==> config.mk <==
export PLATFORM = sky130hd
export DESIGN_NAME = issue_scoreboard
export DESIGN_NICKNAME = d
export VERILOG_FILES = /design/src/rtl/issue_scoreboard_pkg.sv /design/src/rtl/issue_scoreboard.sv
export SDC_FILE = /design/constraint.sdc
export NUM_CORES = 1
export LEC_CHECK = 0
export BUFFER_PORTS_ARGS = -buffer_cell sky130_fd_sc_hd__buf_2
export CORE_UTILIZATION = 30
export CTS_BUF_LIST = sky130_fd_sc_hd__clkbuf_4
export DETAILED_ROUTE_END_ITERATION = 7
export PLACE_DENSITY = 0.57
export REMOVE_ABC_BUFFERS = 1
export SKIP_LAST_GASP = 1
export SYNTH_ARGS = -nofsm -noshare
export SYNTH_HDL_FRONTEND = slang
export SYNTH_SLANG_ARGS = --single-unit
==> constraint.sdc <==
create_clock -name clk -period 3.05 [get_ports clk]
set_input_delay 0.305 -clock clk [delete_from_list [all_inputs] [get_ports clk]]
set_output_delay 0.305 -clock clk [all_outputs]
set_load 0.01 [all_outputs]
==> src/rtl/issue_scoreboard_pkg.sv <==
`default_nettype none
// ============================================================================
// Module   : issue_scoreboard_pkg
// Purpose  : Shared constants and helpers for the in-order issue scoreboard.
//            Holds the register-index width, the hard-wired zero register
//            number and the default in-flight limit.
// Ports    : (package - no ports)
// Revision : 1.0  initial release
// ============================================================================
package issue_scoreboard_pkg;

  // Register file geometry: 32 architectural registers, 5-bit index.
  localparam int unsigned REG_W    = 5;
  localparam int unsigned NUM_REGS = 1 << REG_W;

  // r0 is hard-wired to zero and is never tracked.
  localparam logic [REG_W-1:0] REG_ZERO = 5'd0;

  // Default limit on issued-but-not-written-back instructions (legal 1..7).
  localparam int unsigned MAX_INFLIGHT_DEF = 4;

  // Width of the in-flight counter; wide enough for the largest legal limit.
  localparam int unsigned CNT_W = 3;

  // One-hot decode of a register number into a per-register vector.
  function automatic logic [NUM_REGS-1:0] reg_onehot(input logic [REG_W-1:0] r);
    reg_onehot = {{(NUM_REGS-1){1'b0}}, 1'b1} << r;
  endfunction

endpackage : issue_scoreboard_pkg
`default_nettype wire

==> src/rtl/issue_scoreboard.sv <==
`default_nettype none
// ============================================================================
// Module   : issue_scoreboard
// Purpose  : Register busy-bit scoreboard for an in-order pipeline. Tracks
//            which destination registers have an outstanding writer, stalls
//            decode on RAW/WAW hazards or when the in-flight limit is hit,
//            and releases the stall in the same cycle as the clearing
//            writeback (register bank is write-through).
// Ports    :
//   clk       in   1   clock, rising edge
//   rst       in   1   asynchronous active-low reset
//   d_valid   in   1   decode holds an instruction requesting issue
//   d_rs      in   5   source A register
//   d_rt      in   5   source B register
//   d_rd      in   5   destination register
//   d_use_rs  in   1   source A is read
//   d_use_rt  in   1   source B is read
//   d_writes  in   1   instruction writes d_rd
//   wb_valid  in   1   writeback completes this cycle
//   wb_reg    in   5   register being written back
//   flush     in   1   synchronous discard of all in-flight tracking
//   stall     out  1   combinational stall to Fetch and IF/ID
//   issue     out  1   combinational issue strobe
//   pending   out  32  registered per-register busy vector
//   inflight  out  3   registered count of tracked writers
//   err       out  1   sticky flag: writeback to a register not pending
// Revision : 1.0  initial release
// ============================================================================
module issue_scoreboard
  import issue_scoreboard_pkg::*;
#(
  // Legal range 1..7 (inflight is 3 bits wide).
  parameter int unsigned MAX_INFLIGHT = MAX_INFLIGHT_DEF
) (
  input  logic                clk,
  input  logic                rst,
  input  logic                d_valid,
  input  logic [REG_W-1:0]    d_rs,
  input  logic [REG_W-1:0]    d_rt,
  input  logic [REG_W-1:0]    d_rd,
  input  logic                d_use_rs,
  input  logic                d_use_rt,
  input  logic                d_writes,
  input  logic                wb_valid,
  input  logic [REG_W-1:0]    wb_reg,
  input  logic                flush,
  output logic                stall,
  output logic                issue,
  output logic [NUM_REGS-1:0] pending,
  output logic [CNT_W-1:0]    inflight,
  output logic                err
);

  localparam logic [CNT_W-1:0] c_MAX_CNT = CNT_W'(MAX_INFLIGHT);

  // --------------------------------------------------------------------------
  // State
  // --------------------------------------------------------------------------
  logic [NUM_REGS-1:0] pending_q,  pending_d;
  logic [CNT_W-1:0]    inflight_q, inflight_d;
  logic                err_q,      err_d;

  // --------------------------------------------------------------------------
  // Hazard evaluation
  // --------------------------------------------------------------------------
  logic [NUM_REGS-1:0] wb_onehot;   // register named by an active writeback
  logic [NUM_REGS-1:0] hazard_vec;  // busy and not being released this cycle
  logic                wb_hit;      // writeback retires a tracked writer
  logic                wb_stray;    // writeback to a register not pending
  logic                raw_haz;
  logic                waw_haz;
  logic                full;
  logic                alloc;       // issue that claims a destination
  logic [NUM_REGS-1:0] set_vec;
  logic [NUM_REGS-1:0] clr_vec;

  always_comb begin
    wb_onehot  = wb_valid ? reg_onehot(wb_reg) : '0;
    wb_hit     = wb_valid &  pending_q[wb_reg];
    wb_stray   = wb_valid & ~pending_q[wb_reg];

    // The register bank forwards the writeback value in the same cycle, so a
    // register being written back is already safe to read or overwrite.
    // r0 is never set in pending_q, so it can never appear hazardous.
    hazard_vec = pending_q & ~wb_onehot;

    raw_haz    = (d_use_rs & hazard_vec[d_rs]) | (d_use_rt & hazard_vec[d_rt]);
    waw_haz    = d_writes & hazard_vec[d_rd];

    // A retiring writer frees its slot in time for the new one.
    full       = (inflight_q == c_MAX_CNT) & ~wb_hit;

    // Flush squashes whatever decode holds, so it must neither stall nor issue.
    stall      = d_valid & (raw_haz | waw_haz | full) & ~flush;
    issue      = d_valid & ~stall & ~flush;

    // Only instructions that really produce a register value are tracked;
    // stores, branches, nops and writes to r0 need no writeback retire.
    alloc      = issue & d_writes & (d_rd != REG_ZERO);
    set_vec    = alloc  ? reg_onehot(d_rd)   : '0;
    clr_vec    = wb_hit ? reg_onehot(wb_reg) : '0;
  end

  // --------------------------------------------------------------------------
  // Next-state
  // --------------------------------------------------------------------------
  always_comb begin
    pending_d  = pending_q;
    inflight_d = inflight_q;
    err_d      = err_q | wb_stray;

    if (flush) begin
      pending_d  = '0;
      inflight_d = '0;
    end else begin
      // Set is applied after clear: a same-cycle new writer of the register
      // being retired keeps the bit busy. Bit 0 is masked for robustness.
      pending_d = ((pending_q & ~clr_vec) | set_vec) & ~reg_onehot(REG_ZERO);

      // Simultaneous allocate and retire leave the count unchanged. The
      // bounds guards keep the counter inside 0..MAX_INFLIGHT.
      if (alloc && !wb_hit) begin
        if (inflight_q != c_MAX_CNT) begin
          inflight_d = inflight_q + CNT_W'(1);
        end
      end else if (!alloc && wb_hit) begin
        if (inflight_q != '0) begin
          inflight_d = inflight_q - CNT_W'(1);
        end
      end
    end
  end

  // --------------------------------------------------------------------------
  // Registers
  // --------------------------------------------------------------------------
  always_ff @(posedge clk or negedge rst) begin
    if (!rst) begin
      pending_q  <= '0;
      inflight_q <= '0;
      err_q      <= 1'b0;
    end else begin
      pending_q  <= pending_d;
      inflight_q <= inflight_d;
      err_q      <= err_d;
    end
  end

  assign pending  = pending_q;
  assign inflight = inflight_q;
  assign err      = err_q;

endmodule : issue_scoreboard
`default_nettype wire

==> flow_summary.toml, run 1 <==
[outcome]
status = "finished, violations left"
violations = "negative setup slack"

[logic_synthesis]
synth_area_leaders = "dfrtp_1 (26%), mux2i_1 (7.0%), mux4_2 (4.6%)"
synth.largest_area_cell = "dfrtp_1"
synth-warning-count = 0
syn-cell-area_sq_um = 3422
async_flop_share_pct = 100.0
synth_top_area_share_pct = 25.59
ys.flop_type = "dfrtp_1"
synth_edf_count = 0
ys_seq_elements = 35
synth_cell_types = 69
ys_seq_area_share_pct = 25.59
syn_avg_cell_area_sq_um = 8.620
syn_inst = 397

[clocking]
numCtsBuffers = 5
clk_pin_slew_worst_paths_ps = 110
clock_path_buffers = 2
cts_tree = "built"
clk_latency_ps = 350
root_buffer = "clkbuf_4"
cts.sink_count = 35
cts_htree_levels = 2

[worst_hold_path]
min_path_type = "in -> async"

[critical_path]
max_stage_delay_ps = 500
rrSetupSlack_ps = -20
crit_fanout = 8
crit_arrival_ps = 3300
worstReg2RegEnd = "pending[20]"
reg2reg_from = "pending[11]"
start_kind = "flip-flop"
cp_data_required_time_ps = 3280
cp_slowest_cell = "mux4_2"
ff2ff_path_depth = 10
crit_chain = "buf_6 > mux4_2 > o311ai_4 > a21boi_2 > a41oi_2 > a311o_1 > o311ai_4 > or2_1 > or3_4 > o32ai_1"
path_class = "reg -> reg"
crit_top_cell = "o311ai_4"
crit_path_end_kind = "flip-flop"

[detailed_routing]
dr.pass1.iters = 6
drtAntennaViolNets = 0
finalWirelength_um = 15000
vias = 4252
first_iter_violations = 383
wl_per_cell_um = 21.61
drcViolationCount = 0
vias_per_cell = 6.127

[floorplanning]
std_cell_rows = 38
boundaryPins = 66
initial_core_util_pct = 31.16
dieArea_sq_um = 11840
coreArea_sq_um = 10980
die_y_um = 108.8
die_w_um = 108.8

[layout]
syn_to_final_growth_pct = 43.29
drive_above_1_share_pct = 43.86
fin_util_pct = 44.65
finalNetCount = 583
nFillCells = 1122
multi_input_area_sq_um = 2480
seq_area_sq_um = 875.8
diodes = 0

[power]
power_frac_clock_pct = 22.1
p_int_mw = 0.7124
peakVddDrop_mv = 0.1433
p_sw_share_pct = 35.96
comb_power_share_pct = 35.3
p_switching_mw = 0.3999
power_mw = 1.112
seqPwrFrac_pct = 42.6
power_per_cell_area_nw_per_um2 = 226.8
p_leak_nw = 2.123

[timing]
hold_slack_ps = 28.70
postLayoutSetupSlackWorst_ps = -22.57
hold_viol_final = 0
worst_pin_slew_ps = 793.9
drv_slew = 0
fmax_ghz = 0.3255
fin_setup_tns_ps = -38.16
fin_crit_sh_pct = 100.7
final-setup-viol-count = 4
skew_ps = 7.092
fin_crit_ps = 3073
rsz0062_at_grt = "yes"
max-slew-margin-rel_pct = 47.07

[global_route]
grt_pass1_vias = 4062
grt-ovfl-total = 0
grt_first_pass_wirelength_um = 22650
grt.total_usage_pct = 25.49
antenna_found_initial = 0
grt_max_degree = 36

[place]
portBuffers = 64
dpl.hpwl_um = 11760
gp_congestion = 0.9942

[job]
drv_cap = 0
[power by group through the flow]
stage	clock, mW	combinational, mW	sequential (mW)
after floorplan	0	0.137	0.484
after global routing	0.275	0.417	0.474
final	0.246	0.392	0.474
after detailed placement	0	0.356	0.482
after global placement	0	0.352	0.482
after CTS	0.251	0.364	0.473
[registers in the layout, indices dropped and copies added (netlist names)]
register,cells
inflight,3
pending,31
err,1
[stage by stage]
stage | setup slack, ps | std cells | cell area [sq um]
after global placement | -379.4 | 684 | 4666
after CTS | -22.44 | 692 | 4761
after floorplan | 33.77 | 360 | 3257
after global routing | -140.6 | 694 | 4903
final | -22.57 | 694 | 4903
after detailed placement | -346.4 | 684 | 4666
[cell usage after synthesis (4+ instances only)]
library cell	n
dfrtp_1	35
nand2_1	26
mux2i_1	24
clkbuf_1	22
nor2_1	19
o211ai_1	19
o21ai_0	19
nor3_1	15
inv_1	12
nand3_1	10
o21ai_1	10
o31ai_1	10
buf_2	9
nor2b_1	9
o32ai_1	9
mux2_2	8
a31oi_1	7
mux4_2	7
nor4_1	7
nand2b_1	6
o32ai_2	6
nand4_1	5
o2111ai_1	5
a22oi_1	4
a311oi_1	4
o22ai_1	4
or2_2	4
or3_1	4
[routing by layer]
metal / track usage, % / vias up / share of wire (%)
met5: 0 / - / 0
met4: 6.371 / 0 / 1.9
met3: 3.945 / 29 / 9.3
met1: 35.67 / 2078 / 43
met2: 40.87 / 257 / 46
li1: - / 1888 / -
[worst max-delay path, delay by kind of cell, from the launching register on]
family / cells / cell delay, ps
AND/OR/NAND/NOR: 2 / 740
buffers and inverters: 1 / 140
flip-flops: 1 / 460
multiplexers: 1 / 500
AO/OA/AOI/OAI: 6 / 1100
[area by class of cell]
cell class              count  share of cell area [%]
flip-flops and latches     35                   17.86
well taps                 140                   3.572
inverters                  13                  0.9952
clock inverters             2                  0.1786
multi-input cells         312                   50.57
repair buffers            187                   26.05
clock buffers               5                  0.7655
[kinds of logic after synthesis]
kind of cell	count (synthesis)	share of synthesized area [%]
muxes	39	14.26
DFF	35	25.59
and+or+nand+nor	127	20.48
AOI/OAI and AO/OA	138	31.19
buffers and inverters	50	6.252
adders and majority gates	1	0.5850
other	1	0.1096
xor gates and xnor gates	6	1.536
[worst max path at each step]
stage | from | endpoint | slack (ps) | cells past startpoint
3_5_place_dp | wb_reg[2] | pending[20] | -350 | 10
2_1_floorplan | wb_reg[2] | inflight[2] | 30 | 12
4_1_cts | pending[11] | issue | -20 | 12
5_1_grt | pending[21] | inflight[2] | -140 | 12
6_report | pending[11] | pending[20] | -20 | 10
3_3_place_gp | wb_reg[3] | pending[20] | -380 | 11
[what timing repair did]
action                                  in CTS  in global routing
endpoints found under the setup margin      20                 16
hold buffers                                 0                  0
setup buffers                                1                  2
pin swaps                                    2                  8
resized for setup                           10                 27
[cells in the final DEF, fill, tap and decap left out, drive strengths merged, types with 12 or more instances in the layout]
cell type	n
o211ai	19
buf	187
nor3	15
o21ai	30
nor2	19
nand2	26
o32ai	15
dfrtp	35
inv	12
mux2i	24
Power figures use the tool's default switching activity.
==> run 2, diff against run 1 <==
Settings changed: ABC_AREA set to 0, PLACE_DENSITY 0.57 to not set.
Clock period 3.05 ns to 3.1 ns, I/O delays scaled along.
==> run 2 against run 1 <==
  * The flow now finishes without violations
  * Non-clock buffer count increased by 9
  * Combinational power decreased by 1%
  * Routed wire length increased by 1.2%
  * Sequential power decreased by 2%
  * Worst setup slack improved by 78 ps
  * First-iteration DRC count increased by 45%
  * Clock skew increased by 15 ps
  * Register-to-register slack improved by 80 ps
  * Global-route usage increased by 0.46 points
  * Design area increased by 1.6%
  * Sequential cell count unchanged
==> flow_summary.toml, run 2 (synthesis gave the netlist of run 1 again) <==
[detailed_routing]
wl_per_cell_um = 21.56
finalWirelength_um = 15180
drcViolationCount = 0
dr.pass1.iters = 8
drtAntennaViolNets = 0
vias = 4391
first_iter_violations = 555
vias_per_cell = 6.237

[power]
p_sw_share_pct = 32.66
power_per_cell_area_nw_per_um2 = 259.9
power_frac_clock_pct = 34.1
seqPwrFrac_pct = 36.0
p_int_mw = 0.8719
comb_power_share_pct = 29.9
peakVddDrop_mv = 0.1466
p_switching_mw = 0.4229
p_leak_nw = 2.183

[timing]
final-setup-viol-count = 0
drv_slew = 0
skew_ps = 22.18
hold_viol_final = 0
fin_crit_ps = 3044
fmax_ghz = 0.3285
fin_crit_sh_pct = 98.21
max-slew-margin-rel_pct = 41.28
fin_setup_tns_ps = 0
worst_pin_slew_ps = 880.9
rsz0062_at_grt = "yes"

[layout]
fin_util_pct = 45.35
syn_to_final_growth_pct = 45.56
mostFrequentLayoutCells = "buf_4 (129), buf_2 (63), dfrtp_1 (35)"
finalNetCount = 592
diodes = 0
stdcell_area_sq_um = 4981
final_common_cell = "buf_4"
drive_above_1_share_pct = 45.21
largest_reg_flops = 31

[critical_path]
critPathBufInv = 0
cp_slowest_cell = "dfrtp_1"
max_stage_delay_ps = 430
crit_arrival_ps = 3360
crit_family = "simple AND/OR/NAND/NOR gates"
crit_chain = "mux2_2 > and3_1 > a2111oi_0 > nand3_1 > o21ai_2 > o311ai_4 > nor3_2 > fa_2 > nand2_1 > or4_1 > a21o_1 > nand2_1"
path_class = "reg -> reg"
crit_fanout = 4
crit_path_end_kind = "flip-flop"
crit_top_cell = "nand2_1"
start_kind = "flip-flop"
cp_data_required_time_ps = 3420

[place]
portBuffers = 64
dpl.hpwl_um = 11730
gp_congestion = 0.9533
place_area_sq_um = 4681

[floorplanning]
die_y_um = 108.8
dieArea_sq_um = 11840
std_cell_rows = 38
boundaryPins = 66
die_w_um = 108.8
initial_core_util_pct = 31.16
coreArea_sq_um = 10980

[global_route]
grt.total_usage_pct = 25.95
grt-ovfl-total = 0
antenna_found_initial = 0
grt_pass1_vias = 4084
grt_max_degree = 36
grt_first_pass_wirelength_um = 23260

[job]
drv_cap = 0

[worst_hold_path]
min_path_type = "in -> async"

[clocking]
clk_pin_slew_worst_paths_ps = 140
cts_htree_levels = 2
numCtsBuffers = 5
clock_path_buffers = 2
ctsHoldBuffers = 0
clk_latency_ps = 360
cts.sink_count = 35
cts_tree = "built"
root_buffer = "clkbuf_4"

[outcome]
status = "finished clean"
run 2: cell count changes in the layout (fill, tap and decap cells not counted), sizes merged:
cell / delta
buf: +9
clkinv: -2
bufinv: +2
clkinvlp: +1
run 2: final timing paths:
kind	from	to	slack [ps]	cells after the start
max	pending[11]	inflight[2]	60	12
max in group asynchronous	rst	pending[5]	2480	1
max reg2reg	pending[11]	inflight[2]	60	12
min	rst	pending[27]	40	1
min in group clk	wb_valid	err	300	2
min reg2reg	err	err	480	1
run 2: final cells by class:
cell class                 instances  area (sq um)
clock buffer                       5         37.54
multi-input combinational        312          2439
timing repair buffer             196          1338
fill                            1049          6002
inverter                          13         48.80
tap                              140         175.2
sequential                        35         875.8
clock inverter                     3         67.56
run 2: worst reg2reg max path, cell delays in order, from the launching register on:
cell and delay, ps:
dfrtp_1 430, mux2_2 280, and3_1 180, a2111oi_0 400
nand3_1 150, o21ai_2 260, o311ai_4 180, nor3_2 160
fa_2 250, nand2_1 80, or4_1 410, a21o_1 190
nand2_1 50
run 2: what timing repair did:
action / 4_1_cts / 5_1_grt
gates resized for setup: 10 / 26
buffers inserted: 5 / 8
setup endpoints to repair: 12 / 17
pin swaps: 4 / 7
run 2: power groups by stage:
stage / Combinational [mW] / Clock, mW / Sequential, mW
5_1_grt: 0.414 / 0.459 / 0.467
6_report: 0.387 / 0.442 / 0.466
4_1_cts: 0.364 / 0.446 / 0.466
3_3_place_gp: 0.352 / 0 / 0.474
3_5_place_dp: 0.357 / 0 / 0.475
2_1_floorplan: 0.134 / 0 / 0.476
run 2: layer usage:
layer,up-vias,wire length (um),global-route usage (%)
li1,1900,-,-
met1,2154,6218,37.03
met2,305,6801,39.78
met3,32,1769,4.184
met4,0,388,8.205
met5,-,0,0
run 2: per-stage QoR:
step                      worst slack [ps]  hold WS, ps  total power, mW  std cells
after floorplan                      78.77        14.41           0.6103        360
after global placement              -366.4        446.7           0.8262        686
after detailed placement            -387.5        458.9           0.8314        686
after CTS                           -45.53        59.34            1.276        698
after global routing                -101.5        92.79            1.340        704
final                                55.61        43.33            1.295        704
